--- config.mk ---
export PLATFORM = sky130hd
export DESIGN_NAME = button_debounce_sync
export DESIGN_NICKNAME = d
export VERILOG_FILES = /design/src/rtl/button_debounce_sync.sv
export SDC_FILE = /design/constraint.sdc
export NUM_CORES = 1
export LEC_CHECK = 0
export CORE_MARGIN = 2
export CORE_UTILIZATION = 45
export CTS_CLUSTER_DIAMETER = 40
export CTS_CLUSTER_SIZE = 16
export DETAILED_ROUTE_END_ITERATION = 6
export DONT_BUFFER_PORTS = 1
export PLACE_DENSITY = 0.56
export SLEW_MARGIN = 25
export SYNTH_ARGS = -nofsm -noshare
export SYNTH_HDL_FRONTEND = slang
export SYNTH_SLANG_ARGS = --single-unit
--- constraint.sdc ---
create_clock -name CLK -period 3.6 [get_ports CLK]
set_input_delay 0.72 -clock CLK [delete_from_list [all_inputs] [get_ports CLK]]
set_output_delay 0.72 -clock CLK [all_outputs]
set_load 0.01 [all_outputs]
--- src/rtl/button_debounce_sync.sv ---
// Debounce conditioner for a raw board input: two-flop synchroniser, a
// counter-qualified four-state FSM, one-cycle edge pulses and a saturating
// count of aborted qualifications for bring-up.
module button_debounce_sync #(
  parameter int DEBOUNCE_CYCLES = 1000000,
  parameter int CNT_WIDTH       = 20
) (
  input  logic       CLK,
  input  logic       Reset,
  input  logic       raw_in,
  output logic       value,
  output logic       rise_pulse,
  output logic       fall_pulse,
  output logic       busy,
  output logic [7:0] bounce_count
);

  localparam logic [1:0] STABLE_LOW  = 2'd0;
  localparam logic [1:0] CHECK_HIGH  = 2'd1;
  localparam logic [1:0] STABLE_HIGH = 2'd2;
  localparam logic [1:0] CHECK_LOW   = 2'd3;

  // Terminal count of the qualification window; the counter only ever
  // compares equal against this, so it never needs to wrap.
  localparam logic [CNT_WIDTH-1:0] LAST_CNT = CNT_WIDTH'(DEBOUNCE_CYCLES - 1);

  logic                 sync1;
  logic                 sync2;
  logic [1:0]           state;
  logic [1:0]           state_nxt;
  logic [CNT_WIDTH-1:0] cnt;
  logic [CNT_WIDTH-1:0] cnt_nxt;
  logic                 value_nxt;
  logic                 rise_nxt;
  logic                 fall_nxt;
  logic                 bounce_inc;

  function automatic logic [7:0] sat_inc8(input logic [7:0] v);
    return (v == 8'hFF) ? v : v + 8'd1;
  endfunction

  // Two-flop synchroniser; only sync2 is visible to the FSM.
  always_ff @(posedge CLK) begin
    if (Reset) begin
      sync1 <= 1'b0;
      sync2 <= 1'b0;
    end else begin
      sync1 <= raw_in;
      sync2 <= sync1;
    end
  end

  // Next-state, counter and output decisions from the synchronised level.
  always_comb begin
    state_nxt  = state;
    cnt_nxt    = cnt;
    value_nxt  = value;
    rise_nxt   = 1'b0;
    fall_nxt   = 1'b0;
    bounce_inc = 1'b0;
    case (state)
      STABLE_LOW: begin
        if (sync2) begin
          state_nxt = CHECK_HIGH;
          cnt_nxt   = '0;
        end
      end
      CHECK_HIGH: begin
        if (!sync2) begin
          state_nxt  = STABLE_LOW;
          cnt_nxt    = '0;
          bounce_inc = 1'b1;
        end else if (cnt == LAST_CNT) begin
          state_nxt = STABLE_HIGH;
          cnt_nxt   = '0;
          value_nxt = 1'b1;
          rise_nxt  = 1'b1;
        end else begin
          cnt_nxt = cnt + CNT_WIDTH'(1);
        end
      end
      STABLE_HIGH: begin
        if (!sync2) begin
          state_nxt = CHECK_LOW;
          cnt_nxt   = '0;
        end
      end
      CHECK_LOW: begin
        if (sync2) begin
          state_nxt  = STABLE_HIGH;
          cnt_nxt    = '0;
          bounce_inc = 1'b1;
        end else if (cnt == LAST_CNT) begin
          state_nxt = STABLE_LOW;
          cnt_nxt   = '0;
          value_nxt = 1'b0;
          fall_nxt  = 1'b1;
        end else begin
          cnt_nxt = cnt + CNT_WIDTH'(1);
        end
      end
      default: begin
        state_nxt = STABLE_LOW;
        cnt_nxt   = '0;
      end
    endcase
  end

  // State, counter and registered outputs; Reset overrides everything,
  // including a qualification that would complete on the same edge.
  always_ff @(posedge CLK) begin
    if (Reset) begin
      state        <= STABLE_LOW;
      cnt          <= '0;
      value        <= 1'b0;
      rise_pulse   <= 1'b0;
      fall_pulse   <= 1'b0;
      busy         <= 1'b0;
      bounce_count <= 8'd0;
    end else begin
      state        <= state_nxt;
      cnt          <= cnt_nxt;
      value        <= value_nxt;
      rise_pulse   <= rise_nxt;
      fall_pulse   <= fall_nxt;
      busy         <= (state_nxt == CHECK_HIGH) || (state_nxt == CHECK_LOW);
      bounce_count <= bounce_inc ? sat_inc8(bounce_count) : bounce_count;
    end
  end

endmodule

==> results of run 1 <==
[worst reg2reg max path, cell delays in order (launching register included)]
cell and delay (ns):
dfxtp_1 0.34, ha_1 0.26, nand4_1 0.19, nor4_4 0.09, a211oi_4 0.80, a41oi_1 0.23, a31oi_1 0.18
[per-stage QoR]
step                      instances  utilization, %  hold slack, ns  power, W
after floorplan                 194               -           0.414  0.000419
after global placement          235            47.4           0.448  0.000420
after detailed placement        235            47.4           0.440  0.000420
after CTS                       243            49.7           0.458  0.000694
after global routing            243            49.7           0.472  0.000716
final                           243            49.7           0.453  0.000683
[routing by layer]
layer  global-route usage, %  vias up  share of wire [%]
li1                        -      712                  -
met1                    21.5      633                 47
met2                    27.0       22                 48
met3                    5.96        6                3.7
met4                    7.65        0                1.7
met5                       0        -                  0
[cell families (layout without fill, tap and decap cells)]
logic type | Yosys count | after routing | synth area share [%]
xor+xnor | 12 | 12 | 6.51
mux | 4 | 4 | 2.31
buf+inv | 11 | 12 | 3.40
simple gates | 87 | 87 | 28.3
fa+ha+maj | 2 | 2 | 1.45
flops | 35 | 35 | 40.5
compound gates | 43 | 43 | 17.5
[area by class of cell]
| type | instances | area [um2] |
|---|---|---|
| tap | 48 | 60.1 |
| sequential | 35 | 701 |
| clock buffer | 6 | 72.6 |
| inverter | 4 | 15.0 |
| fill | 374 | 1860 |
| multi-input combinational | 148 | 971 |
| clock inverter | 2 | 12.5 |
[layout by cell type, fill, tap and decap left out, types with 3 or more instances in the layout]
master,n
nor2b_1,4
a21oi_1,12
nor3_1,3
xor2_1,5
nand3_1,13
nand4_1,7
or3_1,3
clkbuf_8,5
mux2i_1,4
and4_2,3
a31oi_1,7
dfxtp_1,35
a22o_1,6
inv_1,4
nand2_1,15
xnor2_1,6
o21ai_0,8
and3_1,4
nor2_1,18
[registers in the layout, indices dropped and copies added (netlist names)]
name,count
bounce_count,8
sync2,1
rise_pulse,1
fall_pulse,1
sync1,1
cnt,20
state,2
value,1
[how the worst max path moves through the flow]
stage	startpoint	endpoint	slack (ns)	depth (start not counted)
after floorplan	cnt[0]$_SDFFE_PP0P_	cnt[18]$_SDFFE_PP0P_	1.83	6
after global placement	cnt[0]$_SDFFE_PP0P_	cnt[19]$_SDFFE_PP0P_	1.53	6
after detailed placement	cnt[0]$_SDFFE_PP0P_	cnt[19]$_SDFFE_PP0P_	1.47	6
after CTS	cnt[0]$_SDFFE_PP0P_	cnt[19]$_SDFFE_PP0P_	1.46	6
after global routing	sync2$_SDFF_PP0_	cnt[19]$_SDFFE_PP0P_	1.23	5
final	cnt[0]$_SDFFE_PP0P_	cnt[19]$_SDFFE_PP0P_	1.45	6
[power groups by stage]
stage          logic [W]  registers (W)  clock network [W]
3_5_place_dp   0.0000163       0.000403                  0
6_report       0.0000162       0.000394           0.000272
5_1_grt        0.0000180       0.000395           0.000303
3_3_place_gp   0.0000165       0.000403                  0
2_1_floorplan  0.0000170       0.000402                  0
4_1_cts        0.0000163       0.000394           0.000284
==> results.toml, run 1 <==
[sta]
setup_ws_ns = 1.45
min_period_over_period_pct = 59.7
max_slew_margin_pct = 37.4
slew_violations = 0
fin_tns_setup_ns = 0
setup_violations = 0
period_minus_slack_ns = 2.15
max_freq_ghz = 0.465
rsz0062_at_grt = "no"
hold_violations = 0
worstMarginPinSlew_ns = 0.936
fin_skew_ns = 0.00495

[synth]
yosysWarnings = 0
yosysSeqAreaShare_pct = 40.5
synth.distinct_cells = 43
synth_seq_cells = 35
synth_commonest_cells = "dfxtp_1, nor2_1, nand2_1"
syn-cell-area_mm2 = 0.00173
synth_top_area_cell = "dfxtp_1"
syn_inst = 194
yosysMostFrequentCell = "dfxtp_1"
synthTopCellsByArea = "dfxtp_1, nor2_1, nand3_1"
synth_edf_count = 0
synthDominantCellAreaShare_pct = 40.5
mappedNetlistNets = 199
avgSynthCellArea_um2 = 8.92
ys.flop_type = "dfxtp_1"
async_flop_share_pct = 0

[setup_path]
path_max_fanout = 25
critPathCaptureType = "flip-flop"
startpoint_type = "flip-flop"
crit_arrival_ns = 2.36
r2r_end = "cnt[19]$_SDFFE_PP0P_"
critPathSlowestCell = "a211oi_4"
path_class = "reg -> reg"
cpLargestDelayFamily = "compound AO/OA/AOI/OAI gates"
crit_chain = "ha_1 > nand4_1 > nor4_4 > a211oi_4 > a41oi_1 > a31oi_1"
rr_worst_depth = 6
worstPathRequired_ns = 3.82
path_buf_inv = 0
cpPeakStageDelay_ns = 0.80
reg2reg_from = "cnt[0]$_SDFFE_PP0P_"
r2r_slack_ns = 1.45

[power]
ir_worst_vdd_mv = 0.266
p_seq_share_pct = 57.8
netSwitchingPower_w = 0.000151
pwr-share-comb_pct = 2.4
power_leakage_nw = 0.641
switching_share_pct = 22.1
power.density_mw_per_mm2 = 373
p_int_w = 0.000532
power_frac_clock_pct = 39.9

[die]
dieArea_mm2 = 0.00436
num_rows = 22
core_mm2 = 0.00369
initial_core_util_pct = 46.9
chipHeight_um = 66.0
io_pins = 15
fp.dieW_um = 66.0

[grt]
grt_pass1_vias = 1219
antenna_found_initial = 0
grt_max_degree = 26
grt_pass1_wl_um = 5710
overflow = 0
grtUsageTotal_pct = 17.3

[route]
vias = 1373
drc = 0
wirelength_um = 3290
dr.pass1.iters = 4
drt-wirelength-per-cell_um = 13.6
drtIter0Drc = 133
drtAntennaViolNets = 0
via_per_inst = 5.65

[layout]
final_area_mm2 = 0.00183
fin_nets = 199
n_antenna_cell = 0
syn2layout_area_growth_pct = 5.86
layout-drive-gt1-share_pct = 10.8

[cts]
post_cts_resized = 0
cts_setup_buffers = 0
clockBufferDepth = 2
hold_buffers = 0
clk_latency_ns = 0.29
cts.sinks = 35
cts_tree = "done"
numCtsBuffers = 5
root_buffer = "clkbuf_8"
htree_levels = 2
cts.clk_slew.worst_paths_ns = 0.07

[worst_hold_path]
min-delay-start = "sync1$_SDFF_PP0_"
min_to = "sync2$_SDFF_PP0_"
holdPathStages = 1
min_path_type = "reg -> reg"

[run_status]
outcome = "completed"

[placement]
port_buffers = 0
place.gp.congestion = 0.823
dpl.hpwl_um = 2330
dp_slack_ns = 1.47
postPlaceCellArea_mm2 = 0.00175

[job]
drv_cap = 0
(Power assumes the default switching activity.)
==> run 2: changes to the inputs <==
==> constraint.sdc (replaced) <==
create_clock -name CLK -period 2 [get_ports CLK]
set_input_delay 0.4 -clock CLK [delete_from_list [all_inputs] [get_ports CLK]]
set_output_delay 0.4 -clock CLK [all_outputs]
set_load 0.01 [all_outputs]
==> results.toml, run 2 (synthesis gave the netlist of run 1 again) <==
[die]
num_rows = 22
core_mm2 = 0.00369
io_pins = 15
initial_core_util_pct = 46.9
chipHeight_um = 66.0
fp.dieW_um = 66.0
dieArea_mm2 = 0.00436

[route]
drc = 0
drtAntennaViolNets = 0
dr.pass1.iters = 4
vias = 1480
wirelength_um = 3930
drt-wirelength-per-cell_um = 14.8
via_per_inst = 5.56
drtIter0Drc = 86

[grt]
use_met2_pct = 30.9
grt_max_degree = 24
antenna_found_initial = 0
grt_busiest_layer = "met2"
overflow = 0
grt.met3_usage_pct = 5.96
grtUsageMet1_pct = 24.2
grt_pass1_wl_um = 6350
grt_pass1_vias = 1366
grtUsageTotal_pct = 19.2

[setup_path]
path_class = "reg -> reg"
cpLargestDelayFamily = "simple AND/OR/NAND/NOR gates"
worstPathRequired_ns = 2.19
path_max_fanout = 5
critPathSlowestCell = "or4b_4"
cpPeakStageDelay_ns = 0.55
crit_chain = "or4b_4 > nor4_4 > a211oi_4 > buf_6 > a21o_2 > a22o_1"
crit_arrival_ns = 2.17
r2r_slack_ns = 0.01
path_buf_inv = 1
critPathCaptureType = "flip-flop"
startpoint_type = "flip-flop"

[layout]
top_register = "cnt"
finalNonFillerCells = 266
fillers = 353
syn2layout_area_growth_pct = 17.7
layout-drive-gt1-share_pct = 22.0
final_common_cell = "dfxtp_1"
final_cell_mix = "dfxtp_1, buf_4, nor2_1"
n_antenna_cell = 0
largest_registers = "cnt: 20 flops, bounce_count: 8 flops, state: 2 flops"
largest_reg_flops = 20
fin_nets = 222

[sta]
slew_violations = 0
rsz0062_at_grt = "yes"
hold_violations = 0
period_minus_slack_ns = 1.99
min_period_over_period_pct = 99.4
setup_violations = 0
max_slew_margin_pct = 77.2
fin_skew_ns = 0.00539
max_freq_ghz = 0.503
fin_tns_setup_ns = 0
worstMarginPinSlew_ns = 0.339

[cts]
root_buffer = "clkbuf_8"
cts_tree = "done"
cts.clk_slew.worst_paths_ns = 0.07
cts_setup_buffers = 0
clk_latency_ns = 0.29
htree_levels = 2
clockBufferDepth = 2
cts.sinks = 35
numCtsBuffers = 5

[placement]
port_buffers = 0
dp_cells = 256
dpl.hpwl_um = 2720
place.gp.congestion = 0.785

[power]
netSwitchingPower_w = 0.000283
p_int_w = 0.00103
ir_worst_vdd_mv = 0.322
power_leakage_nw = 0.781
p_seq_share_pct = 53.8
power.density_mw_per_mm2 = 646
pwr-share-comb_pct = 2.8
switching_share_pct = 21.5
power_frac_clock_pct = 43.4

[job]
drv_cap = 0

[run_status]
outcome = "completed"

[worst_hold_path]
min_path_type = "in -> reg"
-- run 2: cell count changes in the layout (fill, tap and decap cells not counted) --
cell | previous run | this run
dfxtp_2 | 0 | 2
buf_2 | 0 | 2
clkbuf_8 | 5 | 7
or4b_4 | 0 | 1
or4b_1 | 2 | 1
nand3_4 | 0 | 1
clkinv_2 | 1 | 0
clkinvlp_4 | 1 | 0
buf_4 | 0 | 20
buf_6 | 0 | 1
nand3_1 | 13 | 12
dfxtp_1 | 35 | 33
-- run 2: routing by layer --
layer,vias to the layer above,wire [um]
met4,0,57
met5,-,0
met3,6,174
li1,757,-
met2,32,1890
met1,685,1810
-- run 2: path summary, 6_finish.rpt --
path,to,from,cells past startpoint
setup / recovery,cnt[18]$_SDFFE_PP0P_,cnt[8]$_SDFFE_PP0P_,6
setup reg to reg,cnt[18]$_SDFFE_PP0P_,cnt[8]$_SDFFE_PP0P_,6
hold reg to reg,sync2$_SDFF_PP0_,sync1$_SDFF_PP0_,1
hold / removal,bounce_count[4]$_SDFFE_PP0P_,Reset,1
-- run 2: power by group through the flow --
stage	Sequential, W	Clock (W)	Combinational (W)
2_1_floorplan	0.000723	0	0.0000305
3_3_place_gp	0.000724	0	0.0000354
3_5_place_dp	0.000725	0	0.0000365
4_1_cts	0.000708	0.000582	0.0000365
5_1_grt	0.000709	0.000615	0.0000405
6_report	0.000708	0.000571	0.0000367
-- run 2: cell type report --
type	count	area (um2)	share of cell area [%]
Multi-Input combinational cell	148	987	48.5
Tap cell	48	60.1	2.95
Sequential cell	35	703	34.5
Timing Repair Buffer	23	171	8.42
Inverter	4	15.0	0.737
Clock buffer	8	100	4.91
-- run 2: stage by stage --
stage                     setup WS [ns]  hold slack (ns)  util, %  power (W)  cell area (um2)
after floorplan                   0.230            0.414        -   0.000754             1730
after global placement            0.100            0.416     51.6   0.000759             1900
after detailed placement         0.0594            0.444     51.6   0.000761             1900
after CTS                        0.0387            0.167     54.3    0.00133             2000
after global routing            -0.0459            0.163     55.2    0.00136             2040
final                            0.0129            0.176     55.2    0.00132             2040
-- run 2: timing repair --
action,in CTS,in global routing
setup endpoints to repair,0,5
gates resized for setup,0,6
hold buffers,0,0
==> run 3: changes to the inputs <==
--- a/config.mk
+++ b/config.mk
@@ -11,6 +11,7 @@
 export CTS_CLUSTER_SIZE = 16
 export DETAILED_ROUTE_END_ITERATION = 6
 export DONT_BUFFER_PORTS = 1
+export GPL_TIMING_DRIVEN = 0
 export PLACE_DENSITY = 0.56
 export SLEW_MARGIN = 25
 export SYNTH_ARGS = -nofsm -noshare
==> results.toml, run 3 (synthesis gave the netlist of run 1 again) <==
[power]
p_seq_share_pct = 53.9
p_int_w = 0.00103
netSwitchingPower_w = 0.000281
ir_worst_vdd_mv = 0.382
power_leakage_nw = 0.710
power_frac_clock_pct = 42.9
switching_share_pct = 21.5
power.density_mw_per_mm2 = 655
pwr-share-comb_pct = 3.1

[placement]
dp_slack_ns = -0.0359
dpl.hpwl_um = 2610
place.gp.congestion = 0.828
port_buffers = 0

[layout]
final_cell_mix = "dfxtp_1, nor2_1, nand2_1"
fin_util_pct = 54.1
layout-drive-gt1-share_pct = 19.3
largest_reg_flops = 20
syn2layout_area_growth_pct = 15.4
top_register = "cnt"
n_antenna_cell = 0
largest_registers = "cnt: 20 flops, bounce_count: 8 flops, state: 2 flops"
final_common_cell = "dfxtp_1"
fin_nets = 211

[cts]
root_buffer = "clkbuf_8"
clockBufferDepth = 2
cts_tree = "done"
htree_levels = 2
cts.clk_slew.worst_paths_ns = 0.07
clk_latency_ns = 0.28
hold_buffers = 0
cts.sinks = 35
numCtsBuffers = 5

[route]
drt-wirelength-per-cell_um = 14.6
drc = 0
dr.pass1.iters = 4
drtAntennaViolNets = 0
via_per_inst = 5.65
vias = 1440
wirelength_um = 3740
drtIter0Drc = 55

[sta]
max_freq_ghz = 0.512
setup_violations = 0
setup_ws_ns = 0.0463
fin_skew_ns = 0.00508
min_period_over_period_pct = 97.7
period_minus_slack_ns = 1.95
slew_violations = 0
fin_tns_setup_ns = 0
hold_violations = 0
max_slew_margin_pct = 53.4
rsz0062_at_grt = "yes"
worstMarginPinSlew_ns = 0.695

[setup_path]
reg2reg_from = "cnt[8]$_SDFFE_PP0P_"
crit_arrival_ns = 2.12
critPathSlowestCell = "or4b_4"
cpLargestDelayFamily = "simple AND/OR/NAND/NOR gates"
crit_chain = "or4b_4 > nor4_4 > buf_4 > a211oi_4 > buf_6 > a41oi_2 > a31oi_1"
r2r_slack_ns = 0.05
worstPathRequired_ns = 2.16
critPathCaptureType = "flip-flop"
path_max_fanout = 7
cpPeakStageDelay_ns = 0.55
r2r_end = "cnt[16]$_SDFFE_PP0P_"
startpoint_type = "flip-flop"
path_buf_inv = 2
rr_worst_depth = 7
path_class = "reg -> reg"

[die]
io_pins = 15
dieArea_mm2 = 0.00436
num_rows = 22
fp.dieW_um = 66.0
core_mm2 = 0.00369
initial_core_util_pct = 46.9
chipHeight_um = 66.0

[worst_hold_path]
min-delay-start = "raw_in"
min_to = "sync1$_SDFF_PP0_"
min_path_type = "in -> reg"
holdPathStages = 1

[grt]
grtUsageMet1_pct = 21.2
antenna_found_initial = 0
grt_max_degree = 11
overflow = 0
use_met2_pct = 33.6
grt.met3_usage_pct = 5.62
grtUsageTotal_pct = 19.0
grt_busiest_layer = "met2"
grt_pass1_wl_um = 6240
grt_pass1_vias = 1388

[run_status]
outcome = "completed"

[job]
drv_cap = 0
run 3: routing by layer:
metal  vias to the layer above  wire length (um)
met2                        22              1920
met5                         -                 0
met4                         0                36
met1                       674              1640
li1                        739                 -
met3                         5               139
run 3: stage by stage:
stage	power [W]	std cells	hold slack, ns	instance area (um2)
detailed placement	0.000765	242	0.435	1790
floorplan	0.000754	194	0.414	1730
global route	0.00137	255	0.245	2000
global placement	0.000764	242	0.424	1790
CTS	0.00133	250	0.238	1900
finish	0.00131	255	0.248	2000
run 3: timing repair:
item / in CTS / in global routing
cloned: 0 / 1
resized for setup: 1 / 18
pin swaps: 1 / 4
buffers inserted: 0 / 4
setup endpoints to repair: 2 / 22
run 3: layout make-up:
cell class / count / area [um2]
plain buffers: 7 / 43.8
clock buffers: 8 / 100
fillers: 353 / 1690
inverters: 4 / 15.0
multi-input cells: 148 / 1020
flip-flops and latches: 35 / 714
well taps: 48 / 60.1
repair buffers: 5 / 41.3
run 3: worst reg2reg max path: cells and delay by family, from the launching register on:
family                 cells  cell delay, ns
buffers and inverters      2            0.35
AND/OR/NAND/NOR            2            0.80
AO/OA/AOI/OAI              3            0.31
flip-flops                 1            0.36
run 3: worst max path at each step:
stage	from	to	slack, ns	depth (start not counted)
floorplan	cnt[0]$_SDFFE_PP0P_	cnt[18]$_SDFFE_PP0P_	0.23	6
global placement	cnt[0]$_SDFFE_PP0P_	cnt[18]$_SDFFE_PP0P_	-0.06	6
detailed placement	cnt[0]$_SDFFE_PP0P_	cnt[18]$_SDFFE_PP0P_	-0.04	6
CTS	cnt[0]$_SDFFE_PP0P_	cnt[16]$_SDFFE_PP0P_	-0.02	7
global route	cnt[0]$_SDFFE_PP0P_	cnt[16]$_SDFFE_PP0P_	-0.03	8
finish	cnt[8]$_SDFFE_PP0P_	cnt[16]$_SDFFE_PP0P_	0.05	7
run 3: power groups by stage:
stage	logic (W)	registers, W	clock network [W]
final	0.0000410	0.000705	0.000562
after global routing	0.0000468	0.000706	0.000613
after CTS	0.0000406	0.000709	0.000581
after detailed placement	0.0000404	0.000725	0
after global placement	0.0000397	0.000724	0
after floorplan	0.0000305	0.000723	0
